## config.mk

```make
export PLATFORM = sky130hd
export DESIGN_NAME = sprite_move_plotter
export DESIGN_NICKNAME = d
export VERILOG_FILES = /design/src/rtl/sprite_move_plotter_pkg.sv /design/src/rtl/sprite_move_plotter_block_scan_counter.sv /design/src/rtl/sprite_move_plotter.sv
export SDC_FILE = /design/constraint.sdc
export NUM_CORES = 1
export LEC_CHECK = 0
export BUFFER_PORTS_ARGS = -buffer_cell sky130_fd_sc_hd__buf_4
export CAP_MARGIN = 20
export CORE_AREA = 5 5 106 108
export DETAILED_ROUTE_END_ITERATION = 7
export DIE_AREA = 0 0 111 113
export PLACE_DENSITY = 0.55
export SLEW_MARGIN = 30
export SYNTH_ARGS = -nofsm -noshare
export SYNTH_HDL_FRONTEND = slang
export SYNTH_SLANG_ARGS = --single-unit
```

## constraint.sdc

```tcl
create_clock -name iClock -period 11 [get_ports iClock]
set_input_delay 1.65 -clock iClock [delete_from_list [all_inputs] [get_ports iClock]]
set_output_delay 1.65 -clock iClock [all_outputs]
set_load 0.03 [all_outputs]
```

## src/rtl/sprite_move_plotter_pkg.sv

```systemverilog
// Shared types and constants for the sprite move plotter: FSM states,
// PS/2 move key codes, move directions and default colours.
package sprite_pkg;

    typedef enum logic [2:0] {
        S_INIT,
        S_WAIT,
        S_CALC,
        S_ERASE,
        S_DRAW,
        S_DONE
    } state_t;

    typedef enum logic [1:0] {
        DIR_UP,
        DIR_DOWN,
        DIR_LEFT,
        DIR_RIGHT
    } dir_t;

    localparam logic [7:0] KEY_UP    = 8'h1D;
    localparam logic [7:0] KEY_DOWN  = 8'h1B;
    localparam logic [7:0] KEY_LEFT  = 8'h1C;
    localparam logic [7:0] KEY_RIGHT = 8'h23;

    localparam logic [2:0] COLOUR_FG_DEFAULT = 3'b100;
    localparam logic [2:0] COLOUR_BG_DEFAULT = 3'b000;

    function automatic logic is_move_key(input logic [7:0] code);
        return (code == KEY_UP) || (code == KEY_DOWN) ||
               (code == KEY_LEFT) || (code == KEY_RIGHT);
    endfunction

    function automatic dir_t key_to_dir(input logic [7:0] code);
        dir_t d;
        d = DIR_UP;
        case (code)
            KEY_DOWN:  d = DIR_DOWN;
            KEY_LEFT:  d = DIR_LEFT;
            KEY_RIGHT: d = DIR_RIGHT;
            default:   d = DIR_UP;
        endcase
        return d;
    endfunction

endpackage

```

## src/rtl/sprite_move_plotter_block_scan_counter.sv

```systemverilog
// Raster walker over the sprite footprint, i (column) fastest.
// Wraps back to (0,0) after the last pixel so the next pass starts clean.
module block_scan_counter #(
    parameter int BLK_W = 4,
    parameter int BLK_H = 4
) (
    input  logic       iClock,
    input  logic       iResetn,
    input  logic       iClear,
    input  logic       iInc,
    output logic [3:0] oI,
    output logic [3:0] oJ,
    output logic       oLast
);

    localparam logic [3:0] I_MAX = 4'(BLK_W - 1);
    localparam logic [3:0] J_MAX = 4'(BLK_H - 1);

    logic [3:0] i_q, i_d;
    logic [3:0] j_q, j_d;

    // Next scan position: clear wins, otherwise step in raster order.
    always_comb begin
        i_d = i_q;
        j_d = j_q;
        if (iClear) begin
            i_d = '0;
            j_d = '0;
        end else if (iInc) begin
            if (i_q == I_MAX) begin
                i_d = '0;
                j_d = (j_q == J_MAX) ? 4'd0 : j_q + 4'd1;
            end else begin
                i_d = i_q + 4'd1;
            end
        end
    end

    // Scan position register with synchronous active-low reset.
    always_ff @(posedge iClock) begin
        if (!iResetn) begin
            i_q <= '0;
            j_q <= '0;
        end else begin
            i_q <= i_d;
            j_q <= j_d;
        end
    end

    assign oI    = i_q;
    assign oJ    = j_q;
    assign oLast = (i_q == I_MAX) && (j_q == J_MAX);

endmodule

```

## src/rtl/sprite_move_plotter.sv

```systemverilog
// Moves a solid rectangular sprite across the framebuffer on PS/2 key codes:
// erase the old footprint, then draw the new one, one pixel per cycle.
// Optional build macro: SPRITE_WRAP_EN makes positions wrap around the screen
// instead of clamping at the edges.
//
//  state  | meaning
//  -------+-------------------------------------------------------------
//  INIT   | after reset; kicks off the first draw at the start position
//  WAIT   | idle, accepting move keys
//  CALC   | one cycle to work out the target position
//  ERASE  | painting background over the old footprint
//  DRAW   | painting foreground over the current footprint
//  DONE   | one-cycle completion pulse
module sprite_move_plotter
    import sprite_pkg::*;
#(
    parameter int         SCREEN_W  = 160,
    parameter int         SCREEN_H  = 120,
    parameter int         BLK_W     = 4,
    parameter int         BLK_H     = 4,
    parameter int         STEP      = 1,
    parameter int         START_X   = 10,
    parameter int         START_Y   = 10,
    parameter logic [2:0] FG_COLOUR = COLOUR_FG_DEFAULT,
    parameter logic [2:0] BG_COLOUR = COLOUR_BG_DEFAULT
) (
    input  logic       iClock,
    input  logic       iResetn,
    input  logic [7:0] iKey,
    input  logic       iKeyValid,
    output logic [7:0] oX,
    output logic [6:0] oY,
    output logic [2:0] oColour,
    output logic       oPlot,
    output logic       oDone,
    output logic       oBusy,
    output logic [7:0] oPosX,
    output logic [6:0] oPosY
);

    localparam logic signed [9:0] STEP_S  = 10'(STEP);
    localparam logic signed [9:0] MAX_X_S = 10'(SCREEN_W - BLK_W);
    localparam logic signed [9:0] MAX_Y_S = 10'(SCREEN_H - BLK_H);
    localparam logic [3:0]        I_MAX   = 4'(BLK_W - 1);

    state_t     state_q, state_d;
    dir_t       dir_q, dir_d;
    logic [7:0] pos_x_q, pos_x_d;
    logic [6:0] pos_y_q, pos_y_d;
    logic [7:0] x_q, x_d;
    logic [6:0] y_q, y_d;
    logic [2:0] colour_q, colour_d;
    logic       plot_q, plot_d;
    logic       done_q, done_d;
    logic       busy_q, busy_d;

    logic       scan_clear, scan_inc, scan_last;
    logic [3:0] scan_i, scan_j;
    logic [7:0] calc_x;
    logic [6:0] calc_y;

    // Bring an out-of-range coordinate back on screen. Signed so a step
    // past zero is seen as negative rather than wrapping to a large value.
    function automatic logic signed [9:0] fit_coord(input logic signed [9:0] v,
                                                    input logic signed [9:0] vmax);
        logic signed [9:0] r;
        r = v;
`ifdef SPRITE_WRAP_EN
        if (v < 10'sd0)
            r = vmax;
        else if (v > vmax)
            r = 10'sd0;
`else
        if (v < 10'sd0)
            r = 10'sd0;
        else if (v > vmax)
            r = vmax;
`endif
        return r;
    endfunction

    block_scan_counter #(
        .BLK_W(BLK_W),
        .BLK_H(BLK_H)
    ) u_scan (
        .iClock (iClock),
        .iResetn(iResetn),
        .iClear (scan_clear),
        .iInc   (scan_inc),
        .oI     (scan_i),
        .oJ     (scan_j),
        .oLast  (scan_last)
    );

    // Target position for the latched direction.
    always_comb begin
        logic signed [9:0] sx, sy;
        sx = $signed({2'b00, pos_x_q});
        sy = $signed({3'b000, pos_y_q});
        case (dir_q)
            DIR_UP:    sy = sy - STEP_S;
            DIR_DOWN:  sy = sy + STEP_S;
            DIR_LEFT:  sx = sx - STEP_S;
            default:   sx = sx + STEP_S;
        endcase
        calc_x = 8'(fit_coord(sx, MAX_X_S));
        calc_y = 7'(fit_coord(sy, MAX_Y_S));
    end

    // Next state plus the pixel to present on the following cycle.
    always_comb begin
        state_d    = state_q;
        dir_d      = dir_q;
        pos_x_d    = pos_x_q;
        pos_y_d    = pos_y_q;
        x_d        = x_q;
        y_d        = y_q;
        colour_d   = colour_q;
        plot_d     = 1'b0;
        done_d     = 1'b0;
        scan_clear = 1'b0;
        scan_inc   = 1'b0;

        case (state_q)
            S_INIT: begin
                state_d  = S_DRAW;
                plot_d   = 1'b1;
                x_d      = pos_x_q;
                y_d      = pos_y_q;
                colour_d = FG_COLOUR;
            end
            S_WAIT: begin
                if (iKeyValid && is_move_key(iKey)) begin
                    dir_d   = key_to_dir(iKey);
                    state_d = S_CALC;
                end
            end
            S_CALC: begin
                scan_clear = 1'b1;
                if ((calc_x == pos_x_q) && (calc_y == pos_y_q)) begin
                    state_d = S_DONE;
                    done_d  = 1'b1;
                end else begin
                    state_d  = S_ERASE;
                    plot_d   = 1'b1;
                    x_d      = pos_x_q;
                    y_d      = pos_y_q;
                    colour_d = BG_COLOUR;
                end
            end
            S_ERASE, S_DRAW: begin
                scan_inc = 1'b1;
                if (scan_last) begin
                    if (state_q == S_ERASE) begin
                        // Direction and position are stable during ERASE,
                        // so the CALC result is still valid here.
                        state_d  = S_DRAW;
                        pos_x_d  = calc_x;
                        pos_y_d  = calc_y;
                        plot_d   = 1'b1;
                        x_d      = calc_x;
                        y_d      = calc_y;
                        colour_d = FG_COLOUR;
                    end else begin
                        state_d = S_DONE;
                        done_d  = 1'b1;
                    end
                end else begin
                    plot_d = 1'b1;
                    if (scan_i == I_MAX) begin
                        x_d = pos_x_q;
                        y_d = pos_y_q + 7'(scan_j) + 7'd1;
                    end else begin
                        x_d = pos_x_q + 8'(scan_i) + 8'd1;
                    end
                end
            end
            S_DONE: begin
                scan_clear = 1'b1;
                state_d    = S_WAIT;
            end
            default: state_d = S_INIT;
        endcase

        busy_d = (state_d != S_WAIT);
    end

    // State, position and registered pixel outputs.
    always_ff @(posedge iClock) begin
        if (!iResetn) begin
            state_q  <= S_INIT;
            dir_q    <= DIR_UP;
            pos_x_q  <= 8'(START_X);
            pos_y_q  <= 7'(START_Y);
            x_q      <= '0;
            y_q      <= '0;
            colour_q <= BG_COLOUR;
            plot_q   <= 1'b0;
            done_q   <= 1'b0;
            busy_q   <= 1'b1;
        end else begin
            state_q  <= state_d;
            dir_q    <= dir_d;
            pos_x_q  <= pos_x_d;
            pos_y_q  <= pos_y_d;
            x_q      <= x_d;
            y_q      <= y_d;
            colour_q <= colour_d;
            plot_q   <= plot_d;
            done_q   <= done_d;
            busy_q   <= busy_d;
        end
    end

    assign oX      = x_q;
    assign oY      = y_q;
    assign oColour = colour_q;
    assign oPlot   = plot_q;
    assign oDone   = done_q;
    assign oBusy   = busy_q;
    assign oPosX   = pos_x_q;
    assign oPosY   = pos_y_q;

endmodule

```

# [Yosys cells after proc, flatten, opt, wreduce, memory -nomap -nowiden]
# Cells that the tools add are included.
[totals] register_bits=49 input_bits=11 output_inout_bits=36 elab_cells=105
[classes] reduce_logical=19 n_bitwise=1 muxes=38 n_eq_ne=21 n_addsub=10 order_cmp=4
[op_table] operator="$mux 8" n=6
[op_table] operator="$mux 7" n=6
[op_table] operator="$pmux 10 s2" n=2
[op_table] operator="$eq 8x5->1 const B" n=3
[op_table] operator="$pmux 8 s3" n=1
[op_table] operator="$pmux 7 s3" n=1
[op_table] operator="$lt 10x1->1 const B" n=2
[op_table] operator="$mux 3" n=6
[op_table] operator="$pmux 3 s5" n=1
[op_table] operator="$gt 10x8->1 const B" n=1
[op_table] operator="$gt 10x9->1 const B" n=1
[op_table] operator="$add 8x1->9 const B" n=1
[op_table] operator="$mux 1" n=9
[op_table] operator="$pmux 3 s3" n=1
[op_table] operator="$sub 8x1->9 const B" n=1
[op_table] operator="$add 4x1->4 const B" n=2
[op_table] operator="$add 7x1->8 const B" n=1
[op_table] operator="$add 8x1->8 const B" n=1
[op_table] operator="$add 8x4->8" n=1
[op_table] operator="$eq 4x2->1 const B" n=2
[op_table] operator="$eq 8x6->1 const B" n=1
[op_table] operator="$eq 8x8->1" n=1
[op_table] operator="$mux 4" n=2
[op_table] operator="$reduce_and 4->1" n=2
[op_table] operator="24 further kinds" n=38

# [Longest topological paths before layout]
[depth] ltp_word=11 depth_mapped=14 depth_no_buf=13

# [By module]
# From an unflattened synthesis, not the netlist that was laid out.
[unflattened] hier_cells=526 area_unflattened_um2=4130.2
[modules_own_cells] module="sprite_move_plotter" n_inst=1 area_per_inst_um2=3729.8 seq_area_each_um2=780.7 cells_each=484
[modules_own_cells] module="block_scan_counter" n_inst=1 area_per_inst_um2=400.4 seq_area_each_um2=160.2 cells_each=42

# [Least setup slack after synthesis]
# OpenSTA, ideal clock, no wires.
[synth_path] path_kind="register to register" startpoint="register pos_y_q[1] (netlist: oPosY[1])" endpoint="register y_q[0] (netlist: oY[0])" required_time_ns=10.881 arrival_ns=3.707 setup_ns=0.119 n_path_buf=2 path_slack_ns=7.174 synth_period_minus_slack_ns=3.826 stages_incl_launch_ff=15 path_cell_list="dfxtp_1 -> clkbuf_1 -> inv_1 -> ha_1 -> nor4b_1 -> or3_1 -> a211o_1 -> a32oi_1 -> a211oi_1 -> nand4b_1 -> a211oi_4 -> a211oi_2 -> or2_1 -> buf_6 -> o221a_1"
[synth_between] elab_chain_cells=9 word_cells_on_any_way=14 cone_classes="add/sub: 2; order compare: 2; eq/ne: 2; mux: 6; reduce/logical: 2"
[synth_rtl] element="start: declaration" line="sprite_move_plotter.sv:49" source="logic [6:0] pos_y_q, pos_y_d;"
[synth_rtl] element="start signal: assignment" line="sprite_move_plotter.sv:194" source="pos_y_q <= 7'(START_Y);"
[synth_rtl] element="start signal: assignment" line="sprite_move_plotter.sv:205" source="pos_y_q <= pos_y_d;"
[synth_rtl] element="$add 7x1->8 or $sub 7x1->8 (tied branches)" line="sprite_move_plotter.sv:102, sprite_move_plotter.sv:101"
[synth_rtl] element="$pmux 10 s2" line="sprite_move_plotter.sv:100" source="case (dir_q)"
[synth_rtl] element="$gt 10x8->1" line="sprite_move_plotter.sv:76" source="else if (v > vmax)"
[synth_rtl] element="$mux 7" line="sprite_move_plotter.sv:76"
[synth_rtl] element="$mux 7" line="sprite_move_plotter.sv:74" source="if (v < 10'sd0)"
[synth_rtl] element="$eq 7x7->1" line="sprite_move_plotter.sv:140" source="if ((calc_x == pos_x_q) && (calc_y == pos_y_q)) begin"
[synth_rtl] element="$logic_and 1x1->1" line="sprite_move_plotter.sv:140"
[synth_rtl] element="$ne 2x2->1 (no source line)"
[synth_rtl] element="$reduce_and 4->1 (no source line)"
[synth_rtl] element="end signal: assignment" line="sprite_move_plotter.sv:207" source="y_q <= y_d;"
[synth_rtl] element="end: declaration" line="sprite_move_plotter.sv:51" source="logic [6:0] y_q, y_d;"
# Several ways; a longest one is shown, not always the timed one. The select of a mux whose other input is x is not followed.
# A chain may end at the register's enable or synchronous reset.

# [Worst setup path after layout]
# Ends and elaborated chain as after synthesis.

==> results.md <==
- The number of hold buffers added after cts is 0.
- The dominant cell type by area after synthesis is dfxtp_1.
- The final count of pins violating max slew came to 0.
- Of the synthesized area, sequential elements account for 0.2364.
- In this run the vertical extent of the chip is 113 um.
- The count of TritonRoute iterations in the first routing pass is 5.
- The critical path is of the flop to flop type.
- The total clock buffers created by CTS is 5.
- The highest clock frequency the design can meet is 0.2381 GHz.
- The area fraction of the dominant cell type after synthesis is 0.2364.
- After layout, the worst setup slack is 6.800 ns.
- The number of different library cells in the post-synthesis netlist is 78.
- The DRC violation count after routing is 0.
- The synthesized netlist cell count is 549.
- In the global route stage, overall resource usage came out at 0.1951.
- The number of setup buffers added after CTS is 0.
- 47 I/O pins were placed.
- Headroom to the max-slew limit came out at 0.3503.
- The end point of the most critical hold path is oY[1]$_SDFFE_PN0P_.
- The number of nets in the final layout is 590.
- The final clock period utilization by the worst path is 0.3818.
- The nature of the critical path endpoint is a flop.
- The initial utilization of the core area, before any placement, comes to 0.3926.
- The cell area after synthesis is 3980 um^2.
- TritonCTS built the clock tree.
- The min-delay analysis places its worst path in the category flop to flop.
- Summed over all layers, the routed wires come to 12310 um.
- The worst setup path is launched from a flop.
- Setup violations remaining at the end of the flow were counted as 0.
- The initial antenna violation count was 0.
- Setup repair after global routing left no endpoint under its margin.
- The first-pass GRT wire length is 20360 um.
- The final count of hold timing violations is 0.
- The congestion estimate from routability-driven global placement came to 0.9436.
- At the pin with the least slew margin, the transition time is 0.9709 ns.
- Relative to the synthesized area, the layout overhead comes to 11.07%.
- In this run the critical register-to-register path is launched from oPosY[1]$_SDFFE_PN1P_.
- Using the TritonRoute via totals, the vias-per-cell ratio works out to 5.927.
- The top flip-flop cell by instance count after synthesis is dfxtp_1.
- The number of buffers between clock root and the deepest sink is 2.
- Yosys printed 0 warnings.
- The signal on the critical path passes through inv_1 -> ha_1 -> nor4b_1 -> or3_1 -> a211o_1 -> a32oi_1 -> a211oi_1 -> nand4b_1 -> a211oi_4 -> a31oi_1 -> o21ai_2 -> o221a_1.
- The worst hold path begins at oY[1]$_SDFFE_PN0P_.
- The maximum VDD drop is 0.04520 mV.
- The post-detailed-route wirelength per cell is 17.61 um.
- The total inserted antenna cells is 0.
- After synthesis, the share of flip-flops with an asynchronous set or reset is 0.
- The minimum setup slack among reg-to-reg paths is 6.80 ns.
- The largest stage delay on the critical path is 0.69 ns.
- After legalization and detailed placement, the total HPWL measured 9050 um.
- The synthesis-stage register bit count is 47.
- The number of H-tree branching levels is 2.
- The number of global-route vias before repair is 4011.
- The total global routing overflow is 0.
- For this design, the slowest cell found on the critical path is dfxtp_1.
- The run finished with clean final reports.
- For this design the static power due to leakage is 1.601 nW.
- The worst flop-to-flop path endpoint is oY[0]$_SDFFE_PN0P_.
- The number of nets still failing antenna checks after routing is 0.
- The number of filler instances in the final layout is 1056.
- The number of cells on the worst reg-to-reg path is 12.
- The worst clock skew on the final layout is 0.009653 ns.
- The number of rows in the core area is 37.
- The total area inside the core boundary comes to 10140 um^2.
- Before CTS, the worst setup slack after placement is 6.877 ns.
- For this block, the initial DRC count from the detailed router was 417.
- Yosys mapped a number of flops with a built-in enable equal to 0.
- Adding up every negative setup slack in the final design gives 0 ns.
- The routed design could run at a clock period as short as 4.200 ns.
- Each instance of the synthesized netlist takes up on average 7.250 um^2.
- Yosys attributes the largest share of cell area to dfxtp_1 (24%), nor2_1 (6.2%), nand2_1 (6.1%), a21oi_1 (5.7%), ha_1 (4.4%).
- Counting instances, the worst hold path has a depth of 2.
- The power density over cell area is 77.11 nW/um^2.
- The count of buffers added on input and output ports is 44.
- Summing over every cut layer, the via total after detailed routing is 4143.
- The maximum number of pins on one net before global-route repair is 36.
- Clock-pin slew was measured on the worst setup and hold paths at 0.10 ns.
- The clock reaches the later pin of the worst-skew pair after 0.30 ns.
- The CTS root buffer is clkbuf_8.
- In the final layout, the share of cells above drive strength 1 is 0.1332.
- The die is 111 um wide.
- Of all nets on the critical path, the largest fanout is 15.
- For the worst setup path, the data arrival time is 4.45 ns.
- Across the run, the number of max-cap violations was 0.
- The area of the die is 12540 um^2.
- Data on the critical path is required at its endpoint by 11.25 ns.
- The sink count of the clock tree is 47.
- The number of gates resized after CTS was 0.
==> area by class of cell <==
type	count	area, um^2	area share
clock buffers	5	68.82	0.01557
clock inverters	2	37.54	0.008491
inverters	26	97.59	0.02208
multi-input cells	436	2753	0.6227
flip-flops and latches	47	940.9	0.2129
well taps	136	170.2	0.03849
repair buffers	47	352.8	0.07982
==> flip-flops by register name (all words and copies together) (netlist names) <==
register / flops
u_scan.oJ: 4
oX: 8
oY: 7
oBusy: 1
oPosY: 7
oPosX: 8
state_q: 3
u_scan.oI: 4
oColour: 1
dir_q: 2
oDone: 1
oPlot: 1
==> cell usage after synthesis, drive strengths merged, types with 6 or more instances <==
master   n
buf     16
clkbuf  25
a211oi  12
xnor2    6
nand2   65
mux2i   16
xor2     7
ha      14
a31oi    6
and2     7
nor2    66
inv     24
a21oi   47
nor3    22
o21ai   41
dfxtp   47
nand3   16
nand4   12
or3      6
==> logic make-up after synthesis <==
| logic type | synth area share |
|---|---|
| and+or+nand+nor | 0.2883 |
| muxes | 0.04307 |
| buffers and inverters | 0.07388 |
| AOI/OAI and AO/OA | 0.2700 |
| adders and majority gates | 0.05407 |
| xor gates and xnor gates | 0.03332 |
| DFF | 0.2364 |
| other | 0.0009422 |
==> cell usage in the layout (no fill, tap or decap), types with 3 or more instances in the layout <==
cell type,instances
or4_1,4
dfxtp_1,47
a211oi_1,9
o21a_1,3
or3_1,6
nor2_1,66
o21ai_2,3
xnor2_1,5
o211ai_1,5
a32oi_1,4
nor3_1,21
and3_1,4
ha_1,14
buf_4,47
o21ai_0,33
o22ai_1,5
nand2_1,65
clkbuf_8,5
a22o_1,4
nand4b_1,3
o21ai_1,5
nand3_1,16
and2_1,7
nor3b_1,5
a21oi_1,45
nand4_1,12
mux2i_1,16
xor2_1,7
a31oi_1,6
o221ai_1,3
a22oi_1,3
inv_1,24
==> critical path: cells and delay by family, from the launching register on <==
family	cells	cell delay, ns
adders and majority gates	1	0.26
AOI/OAI and AO/OA	7	2.17
DFF	1	0.69
buffers and inverters	1	0.18
and+or+nand+nor	3	0.85
==> through the flow <==
stage	instance area [um^2]	std cells	utilization	power (mW)	hold WS, ns
after global placement	4310	692	0.4252	0.2132	0.4484
after detailed placement	4314	692	0.4255	0.2134	0.4525
after global routing	4420	699	0.4360	0.3574	0.4784
after floorplan	3984	550	-	0.2021	0.4736
final	4420	699	0.4360	0.3409	0.4628
after CTS	4420	699	0.4360	0.3477	0.4686
==> power by group <==
group	switching, mW	total, mW	internal [mW]
combinational	0.0207	0.0332	0.0125
clock	0.0649	0.131	0.0666
sequential	0.00279	0.176	0.173
total	0.0883	0.341	0.253
==> worst max-delay path by stage <==
stage / cells after the start / start / endpoint / slack, ns
3_3_place_gp: 12 / oPosY[1]$_SDFFE_PN1P_ / oY[0]$_SDFFE_PN0P_ / 6.60
4_1_cts: 12 / oPosY[1]$_SDFFE_PN1P_ / oY[0]$_SDFFE_PN0P_ / 6.83
6_report: 12 / oPosY[1]$_SDFFE_PN1P_ / oY[0]$_SDFFE_PN0P_ / 6.80
5_1_grt: 10 / dir_q[0]$_SDFFE_PN0P_ / oY[2]$_SDFFE_PN0P_ / 6.53
3_5_place_dp: 12 / oPosY[1]$_SDFFE_PN1P_ / oY[0]$_SDFFE_PN0P_ / 6.88
2_1_floorplan: 14 / oPosY[1]$_SDFFE_PN1P_ / oY[0]$_SDFFE_PN0P_ / 7.17
==> layer usage <==
layer	GRT usage	up-vias	wire (um)
li1	-	2020	-
met1	0.2508	1926	5346
met4	0.06568	0	321
met3	0.02567	23	754
met5	0	-	0
met2	0.3378	174	5885
Power figures use the tool's default switching activity.
